==> src/rtl/seq_const_compare.sv <==
// seq_const_compare: registered, run-time programmable sample comparator.
// Compares valid-qualified samples against a loadable reference using a
// selectable relation (EQ/NE/LT/GT), counts matches (saturating) and flags
// runs of RUN_LEN consecutive matches.
// Optional build macro SEQ_CMP_SIGNED_EN: LT/GT treat num and the reference
// as two's-complement WIDTH-bit values; otherwise they are unsigned.
module seq_const_compare #(
    parameter int WIDTH    = 4,
    parameter int REF_INIT = 3,
    parameter int CNT_W    = 8,
    parameter int RUN_LEN  = 3
) (
    input  logic             clk,
    input  logic             rst,
    input  logic             ref_we,
    input  logic [WIDTH-1:0] ref_in,
    input  logic [1:0]       mode,
    input  logic             in_valid,
    input  logic [WIDTH-1:0] num,
    input  logic             cnt_clr,
    output logic             out_valid,
    output logic             eq,
    output logic             hit,
    output logic [CNT_W-1:0] match_cnt
);

    localparam logic [WIDTH-1:0] REF_RST = WIDTH'(REF_INIT);
    localparam logic [CNT_W-1:0] CNT_MAX = '1;
    localparam logic [CNT_W-1:0] RUN_TGT = CNT_W'(RUN_LEN);
    localparam logic [CNT_W-1:0] ONE     = CNT_W'(1);

    typedef enum logic [1:0] {
        IDLE = 2'd0,
        RUN  = 2'd1,
        HIT  = 2'd2
    } state_t;

    logic [WIDTH-1:0] ref_reg;
    logic             match;
    state_t           state_q, state_d;
    logic [CNT_W-1:0] run_q, run_d;

    // Reference register; a sample in the same cycle as a load still sees the old value.
    always_ff @(posedge clk) begin
        if (rst)
            ref_reg <= REF_RST;
        else if (ref_we)
            ref_reg <= ref_in;
    end

    // Relation between the current sample and the reference, selected by mode.
    always_comb begin
        match = 1'b0;
        case (mode)
            2'b00: match = (num == ref_reg);
            2'b01: match = (num != ref_reg);
`ifdef SEQ_CMP_SIGNED_EN
            2'b10: match = ($signed(num) < $signed(ref_reg));
            2'b11: match = ($signed(num) > $signed(ref_reg));
`else
            2'b10: match = (num < ref_reg);
            2'b11: match = (num > ref_reg);
`endif
        endcase
    end

    // Per-sample result: out_valid follows in_valid, eq holds across gaps.
    always_ff @(posedge clk) begin
        if (rst) begin
            out_valid <= 1'b0;
            eq        <= 1'b0;
        end else begin
            out_valid <= in_valid;
            if (in_valid)
                eq <= match;
        end
    end

    // Saturating match counter; clear wins over a simultaneous match.
    always_ff @(posedge clk) begin
        if (rst || cnt_clr)
            match_cnt <= '0;
        else if (in_valid && match && (match_cnt != CNT_MAX))
            match_cnt <= match_cnt + ONE;
    end

    // Run FSM state register.
    always_ff @(posedge clk) begin
        if (rst) begin
            state_q <= IDLE;
            run_q   <= '0;
        end else begin
            state_q <= state_d;
            run_q   <= run_d;
        end
    end

    // Run FSM next state: only valid samples advance it; any valid mismatch drops the run.
    always_comb begin
        state_d = state_q;
        run_d   = run_q;
        if (in_valid) begin
            case (state_q)
                IDLE: begin
                    if (match) begin
                        run_d   = ONE;
                        state_d = (RUN_LEN == 1) ? HIT : RUN;
                    end
                end
                RUN: begin
                    if (match) begin
                        run_d = run_q + ONE;
                        if (run_q + ONE == RUN_TGT)
                            state_d = HIT;
                    end else begin
                        run_d   = '0;
                        state_d = IDLE;
                    end
                end
                HIT: begin
                    // Run length is frozen once the hit threshold is reached.
                    if (!match) begin
                        run_d   = '0;
                        state_d = IDLE;
                    end
                end
                default: begin
                    run_d   = '0;
                    state_d = IDLE;
                end
            endcase
        end
    end

    // State is registered, so hit lines up with eq of the completing sample.
    assign hit = (state_q == HIT);

endmodule

==> config.mk <==
export PLATFORM = sky130hd
export DESIGN_NAME = seq_const_compare
export DESIGN_NICKNAME = d
export VERILOG_FILES = /design/src/rtl/seq_const_compare.sv
export SDC_FILE = /design/constraint.sdc
export NUM_CORES = 1
export LEC_CHECK = 0
export CELL_PAD_IN_SITES_DETAIL_PLACEMENT = 0
export CELL_PAD_IN_SITES_GLOBAL_PLACEMENT = 2
export CORE_MARGIN = 3
export CORE_UTILIZATION = 30
export CTS_CLUSTER_SIZE = 8
export DETAILED_ROUTE_END_ITERATION = 8
export PLACE_DENSITY_LB_ADDON = 0.3
export SYNTH_ARGS = -nofsm -noshare
export SYNTH_HDL_FRONTEND = slang
export SYNTH_SLANG_ARGS = --single-unit
==> constraint.sdc <==
create_clock -name clk -period 3.1 [get_ports clk]
set_input_delay 0.62 -clock clk [delete_from_list [all_inputs] [get_ports clk]]
set_output_delay 0.62 -clock clk [all_outputs]
set_load 0.05 [all_outputs]
Word level (Yosys, flattened, before mapping):

Cells that the tools add are included.

* bits in registers: 24
* output and inout bits: 11

* add/subtract/negate cells: 2
* magnitude comparators: 2
* equal/unequal tests: 12
* mux-type cells: 10
* reductions and logical operators: 7

Operator list (count)
* 8-bit two-way mux: 3
* 8-bit one-hot mux with 3 select lines: 1
* 8-bit by 1-bit adder with 8-bit output, second input constant: 2
* 8-bit by 2-bit == test with 1-bit output, second input constant: 1
* 2-bit two-way mux: 4
* 8-bit inequality test, second input constant: 1
* 2-bit == test, second input constant: 3
* 2-bit one-hot mux with 3 select lines: 1
* 2-bit by 1-bit == test with 1-bit output, second input constant: 2
* 4-bit == test: 1
* 4-bit > comparator: 1
* 2-bit logical NOT: 2
* 4-bit < comparator: 1
* 2-bit inequality test, second input constant: 2
* 4-bit inequality test: 1
* 1-bit one-hot mux with 4 select lines: 1
* 4-bit AND reduction: 1
* 3-bit inequality test, second input constant: 1
* 3-bit AND reduction: 1
* 1-bit logical AND: 2
* 1-bit logical OR: 1

Depth between registers and ports, before layout:

Gate-level depths: netlist (run 1).

* depth after elaboration: 5
* mapped depth: 9
* depth with buffers taken out: 8

Worst setup path after synthesis (run 1):

No wires, ideal clock.

* path type: input-to-reg
* start: in num[3]
* end: reg match_cnt[4]
* library setup time: 70 ps
* arrival time: 2274 ps
* data required time: 3030 ps
* slack: 756 ps
* cell stages on the path: 6
* cell sequence: ha_1 a211oi_2 a31oi_2 a211o_4 or3_1 a21oi_1

* cells in the longest elaborated chain, start to end: 4
* elaborated cells on any way between the ends: 7
* classes of those cells: 2 x order compare; 2 x eq/ne; 1 x mux; 2 x reduce/logical

RTL lines
* start, declared: line 19 `input logic [WIDTH-1:0] num,`
* 4-bit > comparator, or another cell as far along: line 62 `2'b11: match = (num > ref_reg);`
* 1-bit one-hot mux with 4 select lines (*): line 54 `case (mode)`
* 1-bit logical AND (*) (2 in a row): line 83 `else if (in_valid && match && (match_cnt != CNT_MAX))`
* end signal, assigned: line 84 `match_cnt <= match_cnt + ONE;`
* end, declared: line 24 `output logic [CNT_W-1:0] match_cnt`

Mark *: on every way between the ends. The rest lies on a longest branch, timed or not.
A chain may end at the register's enable or synchronous reset.

Final worst setup path (run 1):

* start: in num[1]
* end: reg run_q[2]

* cells in the longest elaborated chain, start to end: 4
* elaborated cells on any way between the ends: 10
* classes of those cells: 2 x order compare; 4 x eq/ne; 3 x mux; 1 x reduce/logical

RTL lines
* 4-bit > comparator, or another cell as far along: line 62
* 1-bit one-hot mux with 4 select lines (*): line 54
* 8-bit two-way mux / 2-bit inequality test (equally long branches)
* 8-bit one-hot mux with 3 select lines / 3-bit AND reduction (equally long branches)
* end signal, assigned: line 94 `run_q <= run_d;`
* end, declared: line 41 `logic [CNT_W-1:0] run_q, run_d;`

Marks and branches as above.

==> results of run 1 <==
[metal layers]
metal	vias up	wire, um	GRT usage (%)
met1	643	1840	19.6
met4	0	21	2.96
met3	2	135	2.80
met5	-	0	0
li1	689	-	-
met2	31	1700	22.3
[per-stage QoR]
step	total power, mW	util [%]	area (um2)
2_1_floorplan	0.406	-	1430
3_3_place_gp	0.451	39.1	1750
3_5_place_dp	0.455	39.1	1750
4_1_cts	0.731	40.7	1820
5_1_grt	0.759	40.7	1820
6_report	0.724	40.7	1820
[cell families (layout without fill, tap and decap cells)]
| group | count (synthesis) | in the layout | synth area share (%) |
|---|---|---|---|
| flops | 24 | 24 | 33.6 |
| simple gates | 68 | 68 | 24.3 |
| buf+inv | 23 | 50 | 6.65 |
| mux | 4 | 4 | 2.80 |
| fa+ha+maj | 7 | 7 | 6.12 |
| compound gates | 44 | 44 | 22.2 |
| xor+xnor | 7 | 7 | 4.29 |
[cell usage after synthesis, drive strengths merged (3+ instances only)]
master | n | area share (%)
mux2i | 4 | 2.8
a31oi | 3 | 1.7
xnor2 | 5 | 3.1
ha | 7 | 6.1
nor3 | 7 | 2.4
dfxtp | 24 | 34
clkbuf | 5 | 1.3
nand4 | 6 | 2.6
or2 | 3 | 1.3
a21oi | 12 | 4.5
o211ai | 4 | 2.4
a32oi | 5 | 3.1
nand3 | 6 | 2.1
nand2 | 19 | 5.0
or3 | 3 | 1.3
o21ai | 9 | 3.1
inv | 15 | 3.9
nor2 | 14 | 3.7
[layout make-up]
type	count	share of cell area (%)
clock inverter	1	1.65
multi-input combinational	130	47.0
inverter	16	3.30
timing repair buffer	30	15.8
sequential	24	26.4
clock buffer	3	2.27
tap	52	3.58
[path summary, 6_finish.rpt]
| kind | cells past startpoint | end | slack (ns) | startpoint |
|---|---|---|---|---|
| worst min-delay path | 2 | ref_reg[0] | 0.49 | ref_reg[0] |
| worst min register to register | 2 | ref_reg[0] | 0.49 | ref_reg[0] |
| worst max register to register | 10 | run_q[2] | 0.98 | ref_reg[1] |
| worst max-delay path | 10 | run_q[2] | 0.58 | num[1] |
[worst max-delay path: stages]
cell and delay, ns:
clkdlybuf4s50_1 0.40, ha_1 0.30, nor2b_4 0.15, o211ai_2 0.11, a31oi_2 0.24, buf_4 0.19
and3_1 0.17, nor4_2 0.04, buf_4 0.17, o311ai_0 0.29
[power by group through the flow]
| stage | clock network, mW | logic (mW) | registers [mW] |
|---|---|---|---|
| 2_1_floorplan | 0 | 0.0675 | 0.339 |
| 3_3_place_gp | 0 | 0.119 | 0.332 |
| 3_5_place_dp | 0 | 0.123 | 0.332 |
| 4_1_cts | 0.283 | 0.123 | 0.325 |
| 5_1_grt | 0.297 | 0.135 | 0.326 |
| 6_report | 0.277 | 0.123 | 0.325 |
==> flow_metrics.py, run 1 <==
metrics = {
    "power": {
        "switching_power_uw": 180,
        "pwr-share-comb_pct": 16.9,
        "max-vdd-ir-drop_v": 0.000251,
        "p_leak_nw": 0.649,
        "seqPwrFrac_pct": 44.9,
        "intPower_uw": 544,
        "switching_share_pct": 24.9,
        "clock_power_share_pct": 38.2,
        "power_per_cell_area_nw_per_um2": 398,
    },
    "route": {
        "via_per_inst": 5.33,
        "wl_mm": 3.69,
        "vias": 1365,
        "dr.pass1.iters": 4,
        "routedWlPerCell_um": 14.4,
        "drcViolationCount": 0,
        "drtIter0Drc": 60,
        "postRouteAntennaNets": 0,
    },
    "grt": {
        "grt_first_pass_wirelength_mm": 6.13,
        "track_usage_pct": 14.0,
        "antenna_found_initial": 0,
        "grt_max_degree": 15,
        "grt_pass1_vias": 1297,
        "overflow": 0,
    },
    "die": {
        "initial_utilization_pct": 32.0,
        "core_area_um2": 4470,
        "rows": 24,
        "die_height_um": 75.0,
        "num_io_pins": 26,
        "die_w_um": 75.0,
        "dieArea_um2": 5630,
    },
    "place": {
        "dp.cells": 252,
        "dpl.hpwl_mm": 2.88,
        "gp_congestion": 0.761,
        "place_ws_ns": 0.278,
        "place.port_buffers": 25,
    },
    "timing": {
        "fin_setup_tns_ns": 0,
        "slew_violations": 0,
        "setup_viol": 0,
        "max_slew.worst_pin.slew_ns": 0.503,
        "finalHoldViolCount": 0,
        "setup_ws_ns": 0.576,
        "hold_ws_ns": 0.492,
        "rsz0062_at_grt": "false",
        "fmax_mhz": 396,
        "fin_skew_ns": 0.00217,
        "relSlewSlack_pct": 66.4,
        "post-route-period-util_pct": 81.4,
        "fin_crit_ns": 2.52,
    },
    "logic_synthesis": {
        "synth_top_flop_cell": "dfxtp_1",
        "synth-seq-cells": 24,
        "synth_cells": 177,
        "synth_cell_types": 43,
        "yosys_warnings": 0,
        "ys_seq_area_share_pct": 33.6,
        "synth_edf_count": 0,
        "synth_area_per_cell_um2": 8.08,
        "syn_nets": 199,
        "synthesis.area_um2": 1430,
        "async_flop_share_pct": 0,
    },
    "clocking": {
        "htreeDepth": 1,
        "post_cts_buffers": 0,
        "insertion_delay_ns": 0.27,
        "holdBufCountCts": 0,
        "clock-sinks": 24,
        "numCtsBuffers": 3,
        "clockBufferDepth": 2,
        "clockRootBuffer": "clkbuf_8",
        "cts_tree": "built",
        "cts_resized": 0,
        "clk_pin_slew_ns": 0.09,
    },
    "worst_setup_path": {
        "worstSetupPathType": "input port to flop",
        "cp-end-kind": "flop",
        "setup.worst_path.start_class": "input port",
        "worstPathRequired_ns": 3.26,
        "worstPathMaxFanout": 9,
        "crit_arrival_ns": 2.68,
    },
    "cells_and_area": {
        "ff_latch_area_um2": 480,
        "multi_input_comb_area_um2": 855,
        "diodes": 0,
        "layout-drive-gt1-share_pct": 9.31,
        "final_common_cell": "clkdlybuf4s50_1",
        "final_cells": 256,
        "final_cell_mix": "clkdlybuf4s50_1, dfxtp_1, nand2_1, inv_1, nor2_1",
        "nNetsFinal": 227,
        "areaGrowthSynthToFinish_pct": 27.2,
        "fill_cells": 468,
    },
    "hold_path": {
        "hold_class": "flop to flop",
    },
    "job": {
        "maxCapViolations": 0,
    },
    "run_status": {
        "status": "complete, no violations",
    },
}
(Power assumes the default switching activity.)
==> inputs of run 2 (changes only) <==
==> constraint.sdc (replaced) <==
create_clock -name clk -period 2.6 [get_ports clk]
set_input_delay 0.52 -clock clk [delete_from_list [all_inputs] [get_ports clk]]
set_output_delay 0.52 -clock clk [all_outputs]
set_load 0.05 [all_outputs]
==> flow_metrics.py, run 2 (same netlist as run 1, synthesis figures left out) <==
metrics = {
    "die": {
        "rows": 24,
        "core_area_um2": 4470,
        "initial_utilization_pct": 32.0,
        "die_w_um": 75.0,
        "dieArea_um2": 5630,
        "num_io_pins": 26,
        "die_height_um": 75.0,
    },
    "cells_and_area": {
        "nNetsFinal": 232,
        "areaGrowthSynthToFinish_pct": 27.7,
        "final_cells": 260,
        "diodes": 0,
        "final_common_cell": "clkdlybuf4s50_1",
        "final_cell_mix": "clkdlybuf4s50_1, dfxtp_1, nand2_1, inv_1, nor2_1",
        "layout-drive-gt1-share_pct": 11.1,
    },
    "timing": {
        "max_slew.worst_pin.slew_ns": 0.506,
        "rsz0062_at_grt": "false",
        "fin_skew_ns": 0.00365,
        "fmax_mhz": 420,
        "post-route-period-util_pct": 91.5,
        "slew_violations": 0,
        "relSlewSlack_pct": 66.2,
        "setup_viol": 0,
        "finalHoldViolCount": 0,
        "setup_ws_ns": 0.221,
        "hold_ws_ns": 0.484,
        "fin_crit_ns": 2.38,
    },
    "clocking": {
        "cts_resized": 0,
        "htreeDepth": 1,
        "clockRootBuffer": "clkbuf_8",
        "cts_tree": "built",
        "post_cts_buffers": 0,
        "clk_pin_slew_ns": 0.08,
        "clock-sinks": 24,
        "insertion_delay_ns": 0.27,
        "clockBufferDepth": 2,
        "holdBufCountCts": 0,
        "numCtsBuffers": 3,
    },
    "worst_setup_path": {
        "max_stage_delay_ns": 0.41,
        "r2r_setup_slack_ns": 0.50,
        "reg2reg_to": "state_q[0]",
        "critPathCapture": "match_cnt[4]",
        "worstSetupPathType": "input port to flop",
        "worstPathRequired_ns": 2.81,
        "r2r_start": "run_q[2]",
        "crit_arrival_ns": 2.58,
        "cp.depth": 8,
        "setup.worst_path.start_class": "input port",
        "cp-startpoint": "num[1]",
        "crit_chain": "clkdlybuf4s50_1 -> ha_1 -> nor2b_4 -> o211ai_2 -> a21o_1 -> a211o_4 -> or3_1 -> a21oi_1",
        "worstPathMaxFanout": 6,
        "cp-end-kind": "flop",
        "worst_r2r_path_depth": 6,
        "crit_slowest_cell": "clkdlybuf4s50_1",
        "path_delay_family": "compound AO/OA/AOI/OAI gates",
        "path_buf_inv": 1,
    },
    "run_status": {
        "status": "complete, no violations",
    },
    "route": {
        "dr.pass1.iters": 4,
        "vias": 1383,
        "drtIter0Drc": 72,
        "drcViolationCount": 0,
        "wl_mm": 3.59,
        "via_per_inst": 5.32,
        "postRouteAntennaNets": 0,
        "routedWlPerCell_um": 13.8,
    },
    "power": {
        "max-vdd-ir-drop_v": 0.000346,
        "power_per_cell_area_nw_per_um2": 416,
        "p_leak_nw": 0.659,
        "power_uw": 760,
    },
    "place": {
        "gp_congestion": 0.815,
        "dp.cells": 257,
        "dpl.hpwl_mm": 2.81,
        "place.port_buffers": 25,
        "place_ws_ns": -0.0704,
    },
    "grt": {
        "antenna_found_initial": 0,
        "track_usage_pct": 13.6,
        "overflow": 0,
        "grt_pass1_vias": 1308,
        "grt_first_pass_wirelength_mm": 6.00,
        "grt_max_degree": 15,
    },
    "hold_path": {
        "hold_class": "flop to flop",
    },
    "job": {
        "maxCapViolations": 0,
    },
}
[run 2: cell count changes in the layout (fill, tap and decap cells not counted), sizes merged]
cell,previous run,this run
bufinv,1,0
buf,5,10
[run 2: layout make-up]
cell class | instances | area [um2]
Sequential cell | 24 | 480
Fill cell | 438 | 2650
Inverter | 16 | 60.1
Tap cell | 52 | 65.1
Clock buffer | 3 | 41.3
Timing Repair Buffer | 35 | 325
Multi-Input combinational cell | 130 | 855
[run 2: worst min path at each step]
stage / startpoint / endpoint / cells after the start
6_report: ref_reg[0] / ref_reg[0] / 2
5_1_grt: ref_reg[0] / ref_reg[0] / 2
4_1_cts: ref_reg[0] / ref_reg[0] / 2
3_5_place_dp: ref_reg[0] / ref_reg[0] / 2
3_3_place_gp: ref_reg[0] / ref_reg[0] / 2
2_1_floorplan: ref_reg[0] / ref_reg[0] / 2
[run 2: worst min-delay path: cells and delay by family (launching register included)]
| family | cells | cell delay [ns] |
|---|---|---|
| AND/OR/NAND/NOR | 1 | 0.06 |
| flip-flops | 1 | 0.34 |
| multiplexers | 1 | 0.06 |
[run 2: per-stage QoR]
step	TNS [ns]	cell area, um2	util (%)
global route	0	1830	40.8
floorplan	0	1430	-
CTS	0	1830	40.8
finish	0	1830	40.8
global placement	-0.00502	1790	39.9
detailed placement	-0.251	1790	39.9
[run 2: routing by layer]
layer / vias to the layer above / track usage (%) / routed length (um)
li1: 702 / - / -
met1: 647 / 18.8 / 1780
met2: 30 / 21.2 / 1640
met3: 4 / 3.47 / 134
met4: 0 / 3.56 / 34
met5: - / 0 / 0
[run 2: report_power, final]
part,leakage (nW),switching [mW],internal [mW],total (mW)
Combinational,0.442,0.0811,0.0700,0.151
Clock,0.0216,0.118,0.104,0.222
Sequential,0.195,0.00973,0.378,0.388
